**src/rtl/axi_mem_bridge.sv**
```systemverilog
// AXI4 slave bridging a 64-bit memory master onto a 1-cycle-latency single-port SRAM.
// Optional AXI_MEM_BRIDGE_ATOP_ERR_EN: atomic writes (awatop != 0) are answered SLVERR, unwritten.
module axi_mem_bridge #(
    parameter int unsigned ID_WIDTH  = 4,
    parameter int unsigned MEM_AW    = 16,
    parameter logic [63:0] BASE_ADDR = 64'h8000_0000
) (
    input  logic                clk_i,
    input  logic                rst_ni,
    input  logic [ID_WIDTH-1:0] s_awid,
    input  logic [63:0]         s_awaddr,
    input  logic [7:0]          s_awlen,
    input  logic [2:0]          s_awsize,
    input  logic [1:0]          s_awburst,
    input  logic                s_awlock,
    input  logic [3:0]          s_awcache,
    input  logic [2:0]          s_awprot,
    input  logic [3:0]          s_awqos,
    input  logic [3:0]          s_awregion,
    input  logic                s_awuser,
    input  logic [5:0]          s_awatop,
    input  logic                s_awvalid,
    output logic                s_awready,
    input  logic [63:0]         s_wdata,
    input  logic [7:0]          s_wstrb,
    input  logic                s_wlast,
    input  logic                s_wuser,
    input  logic                s_wvalid,
    output logic                s_wready,
    output logic [ID_WIDTH-1:0] s_bid,
    output logic [1:0]          s_bresp,
    output logic                s_buser,
    output logic                s_bvalid,
    input  logic                s_bready,
    input  logic [ID_WIDTH-1:0] s_arid,
    input  logic [63:0]         s_araddr,
    input  logic [7:0]          s_arlen,
    input  logic [2:0]          s_arsize,
    input  logic [1:0]          s_arburst,
    input  logic                s_arlock,
    input  logic [3:0]          s_arcache,
    input  logic [2:0]          s_arprot,
    input  logic [3:0]          s_arqos,
    input  logic [3:0]          s_arregion,
    input  logic                s_aruser,
    input  logic                s_arvalid,
    output logic                s_arready,
    output logic [ID_WIDTH-1:0] s_rid,
    output logic [63:0]         s_rdata,
    output logic [1:0]          s_rresp,
    output logic                s_rlast,
    output logic                s_ruser,
    output logic                s_rvalid,
    input  logic                s_rready,
    output logic                mem_req_o,
    output logic                mem_we_o,
    output logic [MEM_AW-1:0]   mem_addr_o,
    output logic [63:0]         mem_wdata_o,
    output logic [7:0]          mem_be_o,
    input  logic [63:0]         mem_rdata_i
);

    localparam logic [63:0] MemEnd = BASE_ADDR + (64'd8 << MEM_AW);
    localparam logic [1:0]  RespOkay = 2'b00;
    localparam logic [1:0]  RespSlv  = 2'b10;
    localparam logic [1:0]  RespDec  = 2'b11;

    typedef enum logic [2:0] {StIdle, StRdReq, StRdWait, StRdData, StWrData, StWrResp} state_e;

    state_e              state_q, state_d;
    logic                prio_q, prio_d;  // 0: write side wins a tie
    logic [ID_WIDTH-1:0] id_q, id_d;
    logic [63:0]         addr_q, addr_d;
    logic [7:0]          len_q, len_d, cnt_q, cnt_d;
    logic [2:0]          size_q, size_d;
    logic [1:0]          burst_q, burst_d;
    logic                over_q, over_d, slv_q, slv_d, dec_q, dec_d, atop_q, atop_d, rd_ok_q, rd_ok_d;
    logic [63:0]         rdata_q, rdata_d;
    logic [1:0]          rresp_q, rresp_d;

    logic [63:0] beat_addr, offset;
    logic        in_range, burst_err, aw_sel, ar_sel, atop_in;

    assign burst_err = burst_q[1];
    assign beat_addr = (burst_q == 2'b00) ? addr_q : addr_q + (64'(cnt_q) << size_q);
    assign in_range  = (beat_addr >= BASE_ADDR) && (beat_addr < MemEnd);
    assign offset    = beat_addr - BASE_ADDR;
    assign aw_sel    = s_awvalid && (!s_arvalid || !prio_q);
    assign ar_sel    = s_arvalid && (!s_awvalid || prio_q);

`ifdef AXI_MEM_BRIDGE_ATOP_ERR_EN
    assign atop_in = (s_awatop != 6'd0);
`else
    assign atop_in = 1'b0;
`endif

    logic unused_sigs;
    assign unused_sigs = ^{s_awlock, s_awcache, s_awprot, s_awqos, s_awregion, s_awuser, s_wuser,
                           s_arlock, s_arcache, s_arprot, s_arqos, s_arregion, s_aruser, s_awatop,
                           offset[63:MEM_AW+3], offset[2:0]};

    assign mem_addr_o  = offset[MEM_AW+2:3];
    assign mem_wdata_o = s_wdata;
    assign mem_be_o    = s_wstrb;
    assign s_bid       = id_q;
    assign s_rid       = id_q;
    assign s_rdata     = rdata_q;
    assign s_rresp     = rresp_q;
    assign s_buser     = 1'b0;
    assign s_ruser     = 1'b0;

    always_comb begin
        state_d   = state_q;
        prio_d    = prio_q;
        id_d      = id_q;
        addr_d    = addr_q;
        len_d     = len_q;
        size_d    = size_q;
        burst_d   = burst_q;
        cnt_d     = cnt_q;
        over_d    = over_q;
        slv_d     = slv_q;
        dec_d     = dec_q;
        atop_d    = atop_q;
        rd_ok_d   = rd_ok_q;
        rdata_d   = rdata_q;
        rresp_d   = rresp_q;
        s_awready = 1'b0;
        s_arready = 1'b0;
        s_wready  = 1'b0;
        s_bvalid  = 1'b0;
        s_bresp   = RespOkay;
        s_rvalid  = 1'b0;
        s_rlast   = 1'b0;
        mem_req_o = 1'b0;
        mem_we_o  = 1'b0;
        unique case (state_q)
            StIdle: begin
                s_awready = aw_sel;
                s_arready = ar_sel;
                cnt_d     = 8'd0;
                over_d    = 1'b0;
                slv_d     = 1'b0;
                dec_d     = 1'b0;
                if (aw_sel) begin
                    id_d    = s_awid;
                    addr_d  = s_awaddr;
                    len_d   = s_awlen;
                    size_d  = s_awsize;
                    burst_d = s_awburst;
                    atop_d  = atop_in;
                    prio_d  = !prio_q;
                    state_d = StWrData;
                end else if (ar_sel) begin
                    id_d    = s_arid;
                    addr_d  = s_araddr;
                    len_d   = s_arlen;
                    size_d  = s_arsize;
                    burst_d = s_arburst;
                    atop_d  = 1'b0;
                    prio_d  = !prio_q;
                    state_d = StRdReq;
                end
            end
            StRdReq: begin
                mem_req_o = in_range && !burst_err;
                rd_ok_d   = in_range && !burst_err;
                rresp_d   = burst_err ? RespSlv : (!in_range ? RespDec : RespOkay);
                state_d   = StRdWait;
            end
            StRdWait: begin
                rdata_d = rd_ok_q ? mem_rdata_i : 64'd0;
                state_d = StRdData;
            end
            StRdData: begin
                s_rvalid = 1'b1;
                s_rlast  = (cnt_q == len_q);
                if (s_rready) begin
                    if (cnt_q == len_q) begin
                        state_d = StIdle;
                    end else begin
                        cnt_d   = cnt_q + 8'd1;
                        state_d = StRdReq;
                    end
                end
            end
            StWrData: begin
                s_wready = 1'b1;
                if (s_wvalid) begin
                    mem_req_o = in_range && !burst_err && !atop_q && !over_q;
                    mem_we_o  = 1'b1;
                    if (!over_q && !in_range) dec_d = 1'b1;
                    if (s_wlast) begin
                        if (!over_q && cnt_q != len_q) slv_d = 1'b1;
                        state_d = StWrResp;
                    end else if (cnt_q == len_q) begin
                        // Beats past awlen are swallowed until wlast shows up.
                        over_d = 1'b1;
                        slv_d  = 1'b1;
                    end else begin
                        cnt_d = cnt_q + 8'd1;
                    end
                end
            end
            StWrResp: begin
                s_bvalid = 1'b1;
                s_bresp  = dec_q ? RespDec : ((slv_q || burst_err || atop_q) ? RespSlv : RespOkay);
                if (s_bready) state_d = StIdle;
            end
            default: state_d = StIdle;
        endcase
    end

    always_ff @(posedge clk_i) begin
        if (!rst_ni) begin
            state_q <= StIdle;
            prio_q  <= 1'b0;
            id_q    <= '0;
            addr_q  <= 64'd0;
            len_q   <= 8'd0;
            size_q  <= 3'd0;
            burst_q <= 2'b00;
            cnt_q   <= 8'd0;
            over_q  <= 1'b0;
            slv_q   <= 1'b0;
            dec_q   <= 1'b0;
            atop_q  <= 1'b0;
            rd_ok_q <= 1'b0;
            rdata_q <= 64'd0;
            rresp_q <= RespOkay;
        end else begin
            state_q <= state_d;
            prio_q  <= prio_d;
            id_q    <= id_d;
            addr_q  <= addr_d;
            len_q   <= len_d;
            size_q  <= size_d;
            burst_q <= burst_d;
            cnt_q   <= cnt_d;
            over_q  <= over_d;
            slv_q   <= slv_d;
            dec_q   <= dec_d;
            atop_q  <= atop_d;
            rd_ok_q <= rd_ok_d;
            rdata_q <= rdata_d;
            rresp_q <= rresp_d;
        end
    end

endmodule
```
**config.mk**
```make
export PLATFORM = sky130hd
export DESIGN_NAME = axi_mem_bridge
export DESIGN_NICKNAME = d
export VERILOG_FILES = /design/src/rtl/axi_mem_bridge.sv
export SDC_FILE = /design/constraint.sdc
export NUM_CORES = 1
export LEC_CHECK = 0
export CAP_MARGIN = 25
export CELL_PAD_IN_SITES_DETAIL_PLACEMENT = 2
export CELL_PAD_IN_SITES_GLOBAL_PLACEMENT = 2
export CORE_ASPECT_RATIO = 1.2
export CORE_MARGIN = 3
export CORE_UTILIZATION = 22
export CTS_CLUSTER_SIZE = 20
export DETAILED_ROUTE_END_ITERATION = 16
export PLACE_DENSITY_LB_ADDON = 0.1
export SLEW_MARGIN = 5
export SYNTH_ARGS = -nofsm -noshare
export SYNTH_HDL_FRONTEND = slang
export SYNTH_SLANG_ARGS = --single-unit
```
**constraint.sdc**
```tcl
create_clock -name clk_i -period 6.2 [get_ports clk_i]
set_input_delay 1.24 -clock clk_i [delete_from_list [all_inputs] [get_ports clk_i]]
set_output_delay 1.24 -clock clk_i [all_outputs]
set_load 0.005 [all_outputs]
```
== Word level (Yosys, flattened, before mapping) ==
Index checks and enable logic that the tools add are counted.
Word-level totals
  flip-flop bits (word level): 164
  latch bits: 0
  bits in writable memories: 0
  memory bits (read-only): 0
  output and inout bits: 174
  logic and storage cells: 123
  memories: 0
Cells by class
  $add $sub $neg: 3
  multipliers: 0
  div/mod/pow operators: 0
  magnitude comparators: 2
  equal/unequal tests: 17
  shift operators: 1
  multiplexer cells: 55
  bitwise gates (word level): 0
  reduce and logical (&&, ||, !) cells: 30
Operators by type and width (number)
  $mux W64: 4
  $add A64 B64 Y64: 1
  $ge A64 B32 Y1 const B: 1
  $lt A64 B32 Y1 const B: 1
  $shl A8 B3 Y64: 1
  $mux W8: 6
  $mux W3: 8
  $pmux W8 S3: 1
  $mux W1: 22
  $sub A19 B1 Y19 const B: 1
  $pmux W3 S6: 1
  $mux W2: 7
  $ne A2 B2 Y1 const B: 7
  $reduce_and A4 Y1: 3
  $ne A3 B3 Y1 const B: 3
  $add A8 B1 Y8 const B: 1
  $eq A8 B8 Y1: 1
  $logic_and A1 B1 Y1: 8
  $mux W4: 2
  $ne A8 B8 Y1: 1
  $pmux W1 S2: 4
  $logic_not A1 Y1: 7
  $eq A3 B2 Y1 const B: 2
  $eq A3 B3 Y1 const B: 2
  9 further kinds: 13

== Depth between registers and ports, before layout ==
Gate-level depths: netlist of run 1.
  depth in word-level cells: 10
  mapped depth: 16

== Least setup slack after synthesis of run 1 ==
OpenSTA, ideal clock, no wires.
  kind: flip-flop to output port
  from: reg size_q[1]
  to: out mem_req_o
  arrival: 3976 ps
  setup slack: 984 ps
  stages on the path, launching flop included: 17
  cells stage by stage: dfxtp_1 clkbuf_1 mux2_2 nand2_1 o21ai_0 and2_1 ha_1 buf_2 nand4_1 or4_1 o32ai_2 nor2_2 or4b_1 xnor2_1 nor4bb_1 nand4_1 a2111oi_2
On the way
  longest elaborated chain between the ends: 10
  elaborated cells on any way between the ends: 11
Ends and longest elaborated chain
  start: declaration: RTL line 75  | logic [2:0] size_q, size_d;
  start signal: assignment: RTL line 237  | size_q <= size_d;
  $shl A8 B3 Y64 *: RTL line 85  | assign beat_addr = (burst_q == 2'b00) ? addr_q : addr_q + (64'(cnt_q) << size_q);
  $add A64 B64 Y64 *: RTL line 85
  $mux W64 *: RTL line 85
  $ge A64 B32 Y1 or $lt A64 B32 Y1 (tied branches): RTL line 86  | assign in_range = (beat_addr >= BASE_ADDR) && (beat_addr < MemEnd);
  $logic_and A1 B1 Y1 *: RTL line 86
  $logic_and A1 B1 Y1 *: RTL line 166, 190
  $logic_and A1 B1 Y1 (2 in a row): RTL line 190  | mem_req_o = in_range && !burst_err && !atop_q && !over_q;
  $mux W1: RTL line 189  | if (s_wvalid) begin
  $pmux W1 S2 *: RTL line 137  | unique case (state_q)
  end: declaration: RTL line 55  | output logic mem_req_o,
Mark *: on every way between the ends. The rest lies on a longest branch, timed or not.

== Worst setup path after layout of run 1 ==
Same ends and word-level chain as after synthesis.

==> results of run 1 <==
[cell usage after synthesis (all sizes together) (7+ instances only)]
library cell,n,share of area
buf,112,0.066
a21boi,68,0.046
nor2,63,0.022
xor2,18,0.014
nand3b,8,0.0054
xnor2,24,0.019
nand4,41,0.024
and4,8,0.0063
nor4,15,0.0098
and3,7,0.0040
ha,16,0.018
clkbuf,72,0.025
o211a,83,0.075
a211oi,10,0.0077
and2,18,0.010
mux2i,94,0.085
nor3,25,0.013
or3,11,0.0062
dfxtp,163,0.30
nand3,93,0.042
inv,19,0.0065
nand2,212,0.072
o21ai,35,0.016
a2111oi,10,0.0087
or4,7,0.0054
a31oi,8,0.0045
a21oi,50,0.023
nand2b,7,0.0040
o21a,9,0.0061
[metal layers]
layer,wire length (um),track usage
met1,20630,0.2049
met3,2149,0.03557
met2,25380,0.3277
met5,0,0
met4,1343,0.06470
[power by group through the flow]
stage / clock network (mW) / registers (mW) / logic, mW
after floorplan: 0 / 1.50 / 1.57
after global placement: 0 / 1.80 / 2.30
after detailed placement: 0 / 1.81 / 2.34
after CTS: 1.19 / 1.79 / 2.35
after global routing: 1.23 / 1.83 / 2.57
final: 1.14 / 1.78 / 2.31
[per-stage QoR]
stage / instances / setup slack, ns / hold WS [ns] / setup TNS [ns] / cell area [um^2]
final: 2254 / 0.2809 / 0.4644 / 0 / 15310
after global routing: 2254 / -0.01244 / 0.4935 / -0.01244 / 15310
after CTS: 2249 / 0.02667 / 0.4695 / 0 / 15220
after detailed placement: 2218 / 0.1076 / 0.4584 / 0 / 14600
after global placement: 2218 / 0.1473 / 0.4491 / 0 / 14600
after floorplan: 1383 / 0.9836 / 0.4367 / 0 / 11060
[final timing paths]
path / from / end / slack [ns] / depth (start not counted)
max: size_q[1] / mem_req_o / 0.28 / 15
min: s_rdata[4] / s_rdata[4] / 0.46 / 2
max reg2reg: size_q[1] / s_rresp[0] / 1.98 / 16
min reg2reg: s_rdata[4] / s_rdata[4] / 0.46 / 2
[worst reg2reg max path, cell delays in order, from the launching register on]
cell	delay [ns]
sky130_fd_sc_hd__dfxtp_1	0.37
sky130_fd_sc_hd__mux2_2	0.36
sky130_fd_sc_hd__nand2_1	0.06
sky130_fd_sc_hd__o21ai_0	0.10
sky130_fd_sc_hd__and2_1	0.21
sky130_fd_sc_hd__ha_1	0.30
sky130_fd_sc_hd__nand4_1	0.15
sky130_fd_sc_hd__or4_4	0.59
sky130_fd_sc_hd__nor3_4	0.30
sky130_fd_sc_hd__buf_4	0.16
sky130_fd_sc_hd__buf_4	0.09
sky130_fd_sc_hd__or2_2	0.15
sky130_fd_sc_hd__a32oi_1	0.14
sky130_fd_sc_hd__or4_1	0.50
sky130_fd_sc_hd__nor3_1	0.17
sky130_fd_sc_hd__and4b_1	0.34
sky130_fd_sc_hd__o211ai_1	0.12
[state kept, by name, indices dropped and copies added, names as in the netlist]
register and count:
size_q 3, state_q 3, burst_q 2, s_rresp 2, s_rdata 64, rd_ok_q 1
addr_q 64, over_q 1, prio_q 1, cnt_q 8, len_q 8, dec_q 1
slv_q 1, s_bid 4
[cell families after synthesis]
kind of cell	after synthesis
compound gates	317
xor+xnor	42
mux	100
fa+ha+maj	17
other cells	1
flops	163
buf+inv	203
simple gates	539
[what timing repair did]
item / CTS / global route
hold buffers: 0 / 0
setup endpoints to repair: 1 / 1
setup buffers: 0 / 3
pin swaps: 0 / 6
resized for setup: 10 / 17
[layout make-up]
class / instances / area share
multi-input cells: 1017 / 0.4458
repair buffers: 385 / 0.2444
flip-flops and latches: 163 / 0.2134
well taps: 637 / 0.05207
clock buffers: 17 / 0.02779
clock inverters: 14 / 0.01153
inverters: 19 / 0.004660
diodes: 2 / 0.0003270
==> impl_metrics.toml, run 1 <==
[timing]
measured_slew_at_the_worst_slew_check_pin_ns = 0.7895
period_share = 0.9547
setup_violation_total_in_the_final_timing_report = 0
peak_freq_ghz = 0.1689
layout_min_cycle_time_ns = 5.919
hold_viol_final = 0
drv_slew = 0
slew_headroom = 0.4737
clock_skew_ns = 0.008643

[synth]
simple_logic_cell_fraction_of_the_synthesized_area = 0.2415
post_synth_instance_area_mm2 = 0.01105
synthMuxAreaShare = 0.09123
synth_flop_cell = "sky130_fd_sc_hd__dfxtp_1"
synth-edff-count = 0
yosys.cell_types.count = 80
synth_top_family_by_area = "simple AND/OR/NAND/NOR gates"
fraction_of_registers_with_async_set_or_reset_after_synthesis = 0
yosys.area_share.adder = 0.01992
synth.avg_cell_area_um2 = 7.999
yosys.area_share.xor_xnor = 0.03328
yosys_register_bits = 163
synth-compound-area-share = 0.2209
synth_cells = 1382
synth.yosys.seq_area_share = 0.2952
synth.yosys.warnings = 0

[route]
route.detailed.drc = 0
drt-total-wl_um = 49510
detailedRoute.firstPassIterationCount = 4
routed_wire_length_per_instance_um = 21.96
final_ant_viol_nets = 0
num_vias = 11222
drt-initial-drc-count = 391
viasPerCell = 4.979

[global_route]
grt_antenna_before_repair = 2
grt_max_degree = 75
grt_first_pass_wirelength_um = 73020
grt.total_usage = 0.1787
via_count_of_the_first_global_routing_pass = 11730
globalRoute.totalOverflow = 0

[power]
cellInternalPower_mw = 3.008
net-switching-power_mw = 2.210
leakage_nw = 6.071
proportion_of_power_drawn_by_flip_flops_and_latches = 0.340
irDropWorstVdd_mv = 0.1597
report.power.total_mw = 5.218
cellPowerDensity_mw_per_mm2 = 340.9
proportion_of_power_drawn_by_combinational_gates = 0.442
power_frac_clock = 0.218
switching_share = 0.4236

[cells_and_area]
postLayoutCoreUtil = 0.3096
area_delta_synth_final_pct = 38.46
final_stage_net_count = 1967
final_cell_mix = "331 x sky130_fd_sc_hd__clkdlybuf4s50_1, 211 x sky130_fd_sc_hd__nand2_1, 161 x sky130_fd_sc_hd__dfxtp_1"
multiInputGateArea_mm2 = 0.006824
seqCellArea_mm2 = 0.003266
drive_gt1_frac = 0.07616
commonest_non_fill_non_tap_cell_in_the_layout = "sky130_fd_sc_hd__clkdlybuf4s50_1"
fillerInstances = 5661

[die]
floorplan.die.height_um = 251.6
initial_core_util = 0.2236
num_io_pins = 521
fp.coreArea_mm2 = 0.04944
dieWidth_um = 210.6
core.rowCount = 89
die_area_mm2 = 0.05298

[critical_path]
worst_ep_required_time_ns = 4.96
crit_path_max_incr_delay_ns = 0.59
critPathTopFamily = "simple AND/OR/NAND/NOR gates"
cp-start-kind = "register"
worst_path_max_delay_cell = "sky130_fd_sc_hd__or4_4"
timing.critical_path.fanout_max = 3
critical_path.n_buffers_inverters = 1
critPathKind = "reg2out"
timing.critical_path.cells = "mux2_2 > nand2_1 > o21ai_0 > and2_1 > ha_1 > nand4_1 > or4_4 > nor3_4 > nor2_2 > or4b_1 > xnor2_1 > nor4bb_1 > nand4_1 > a2111oi_2 > buf_2"
worst_setup_path_end_kind = "output pin"
cp_data_arrival_time_ns = 4.68
critical-path-top-cell-by-count = "sky130_fd_sc_hd__nand4_1"

[clock_tree]
ctsLongestPathBuffers = 2
cts_root_buf = "sky130_fd_sc_hd__clkbuf_16"
cts.reportedPaths.clkPinSlew_ns = 0.07
latest_clock_arrival_within_the_worst_skew_pair_ns = 0.46
clkSinkCount = 163
numCtsBuffers = 17
cts_tree = "built"
htreeDepth = 4

[place]
routabilityCongestion = 0.8902
place_hpwl_um = 39260
placement.io_buffers = 333

[status]
outcome = "finished clean"

[job]
maxCapViolCount = 0

[min_path]
hp-class = "reg2reg"
(Power assumes the default switching activity.)
==> run 2: changes to the inputs <==
==> config.mk (replaced) <==
export PLATFORM = sky130hd
export DESIGN_NAME = axi_mem_bridge
export DESIGN_NICKNAME = d
export VERILOG_FILES = /design/src/rtl/axi_mem_bridge.sv
export SDC_FILE = /design/constraint.sdc
export NUM_CORES = 1
export LEC_CHECK = 0
export CAP_MARGIN = 25
export CORE_AREA = 3 3 202 204
export CTS_CLUSTER_SIZE = 20
export DETAILED_ROUTE_END_ITERATION = 16
export DIE_AREA = 0 0 205 207
export SLEW_MARGIN = 5
export SYNTH_ARGS = -nofsm -noshare
export SYNTH_HDL_FRONTEND = slang
export SYNTH_SLANG_ARGS = --single-unit
==> run 2 against run 1 <==
Net effect: clock-buffer cell count increased by 1; core utilization rose by 7.1 points; die area shrank 20%; clock power grew 5%; cell count decreased by 5.9%; global-route usage is 0.071 points higher; sequential power hardly changed; largest power group unchanged; worst setup slack worse by 0.045 ns; register-to-register slack got worse by 0.05 ns.
==> impl_metrics.toml, run 2 (synthesis results as in run 1) <==
[power]
proportion_of_power_drawn_by_flip_flops_and_latches = 0.344
proportion_of_power_drawn_by_combinational_gates = 0.424
cellPowerDensity_mw_per_mm2 = 342.8
cellInternalPower_mw = 3.029
net-switching-power_mw = 2.118
switching_share = 0.4114
power_frac_clock = 0.232
leakage_nw = 5.976
irDropWorstVdd_mv = 0.2314

[clock_tree]
ctsHoldBuffers = 0
ctsLongestPathBuffers = 2
clkSinkCount = 163
latest_clock_arrival_within_the_worst_skew_pair_ns = 0.44
htreeDepth = 4
cts_root_buf = "sky130_fd_sc_hd__clkbuf_16"
cts.reportedPaths.clkPinSlew_ns = 0.07
numCtsBuffers = 17
cts_tree = "built"

[min_path]
hp-class = "reg2reg"
hold_depth = 2

[critical_path]
worst_setup_path_end_kind = "output pin"
worst_setup_path_endpoint = "mem_req_o"
rrSetupSlack_ns = 1.93
worst_setup_path_startpoint = "size_q[1]"
timing.critical_path.fanout_max = 12
cp_data_arrival_time_ns = 4.72
worst_ep_required_time_ns = 4.96
r2r-end = "s_rresp[0]"
critPathKind = "reg2out"
r2r_startpoint = "size_q[1]"
cp-start-kind = "register"
ff2ff_path_depth = 15

[timing]
fin_hold_ws_ns = 0.4629
peak_freq_ghz = 0.1677
period_share = 0.9619
layout_min_cycle_time_ns = 5.964
drv_slew = 0
hold_viol_final = 0
slew_headroom = 0.3632
measured_slew_at_the_worst_slew_check_pin_ns = 0.9552
fin_setup_tns_ns = 0
rsz0062_at_grt = "no"
setup_violation_total_in_the_final_timing_report = 0
clock_skew_ns = 0.01091

[die]
fp.coreArea_mm2 = 0.03946
num_io_pins = 521
dieWidth_um = 205
core.rowCount = 73
initial_core_util = 0.2802
floorplan.die.height_um = 207
die_area_mm2 = 0.04244

[route]
detailedRoute.firstPassIterationCount = 5
num_vias = 11001
drt-total-wl_um = 39950
routed_wire_length_per_instance_um = 18.83
route.detailed.drc = 0
viasPerCell = 5.187
drt-initial-drc-count = 807
final_ant_viol_nets = 0

[global_route]
grt_first_pass_wirelength_um = 60260
via_count_of_the_first_global_routing_pass = 10547
grt.total_usage = 0.1794
grt_max_degree = 101
globalRoute.totalOverflow = 0
grt_antenna_before_repair = 2

[cells_and_area]
drive_gt1_frac = 0.06270
commonest_non_fill_non_tap_cell_in_the_layout = "sky130_fd_sc_hd__clkdlybuf4s50_1"
multiInputGateArea_mm2 = 0.006793
fillerInstances = 4163
area_delta_synth_final_pct = 35.84
final_stage_net_count = 1946
final_cell_mix = "331 x sky130_fd_sc_hd__clkdlybuf4s50_1, 211 x sky130_fd_sc_hd__nand2_1, 160 x sky130_fd_sc_hd__dfxtp_1"
seqCellArea_mm2 = 0.003267

[place]
routabilityCongestion = 0.9181
placement.io_buffers = 333
place_hpwl_um = 31090

[status]
outcome = "finished clean"

[job]
maxCapViolCount = 0
run 2: repair_timing:
action | in CTS | in global routing
pin swaps | 1 | 6
cloned | 0 | 0
endpoints found under the setup margin | 1 | 1
resized for setup | 9 | 14
buffers inserted | 0 | 2
run 2: layout make-up:
| class | instances | area share |
|---|---|---|
| tap | 525 | 0.04375 |
| clock buffer | 18 | 0.02925 |
| multi-input combinational | 1017 | 0.4524 |
| antenna | 1 | 0.0001667 |
| sequential | 163 | 0.2176 |
| timing repair buffer | 364 | 0.2381 |
| clock inverter | 14 | 0.01408 |
| inverter | 19 | 0.004750 |
run 2: per-stage QoR:
stage          instances  total power [mW]    util  setup slack (ns)  area, um^2
6_report            2121             5.147  0.3805            0.2362       15020
2_1_floorplan       1383             3.068       -            0.9836       11060
4_1_cts             2118             5.200  0.3795          0.006023       14970
3_3_place_gp        2086             3.946  0.3624           0.08604       14300
5_1_grt             2121             5.511  0.3805         0.0008122       15020
3_5_place_dp        2086             3.971  0.3624           0.08371       14300
run 2: power groups by stage:
stage | combinational, mW | clock (mW) | sequential (mW)
after detailed placement | 2.19 | 0 | 1.78
after floorplan | 1.57 | 0 | 1.50
after CTS | 2.20 | 1.24 | 1.76
after global routing | 2.41 | 1.28 | 1.82
final | 2.18 | 1.20 | 1.77
after global placement | 2.17 | 0 | 1.78
run 2: routing by layer:
layer	track usage	vias to the layer above	wire, um
li1	-	5346	-
met1	0.2167	5156	16430
met3	0.04668	38	3239
met4	0.03865	2	507
met2	0.3188	459	19750
met5	0	-	13
run 2: worst min-delay path by stage:
stage / endpoint / start / slack (ns)
after detailed placement: s_rdata[48] / s_rdata[48] / 0.46
after global routing: s_rdata[21] / s_rdata[21] / 0.48
after floorplan: over_q / over_q / 0.44
final: s_rdata[39] / s_rdata[39] / 0.46
after global placement: over_q / over_q / 0.45
after CTS: s_rdata[39] / s_rdata[39] / 0.47
run 2: worst max-delay path, cell delays in order, from the launching register on:
cell and delay [ns]:
sky130_fd_sc_hd__dfxtp_2 0.37, sky130_fd_sc_hd__buf_6 0.16, sky130_fd_sc_hd__mux2i_2 0.24, sky130_fd_sc_hd__mux2_2 0.19, sky130_fd_sc_hd__o22ai_1 0.11, sky130_fd_sc_hd__ha_1 0.33, sky130_fd_sc_hd__nand4_1 0.16, sky130_fd_sc_hd__or4_4 0.59
sky130_fd_sc_hd__nor3_4 0.30, sky130_fd_sc_hd__nor2_2 0.08, sky130_fd_sc_hd__or4b_1 0.54, sky130_fd_sc_hd__xnor2_1 0.19, sky130_fd_sc_hd__nor4bb_2 0.35, sky130_fd_sc_hd__nand4_1 0.16, sky130_fd_sc_hd__a2111oi_2 0.29, sky130_fd_sc_hd__buf_2 0.21
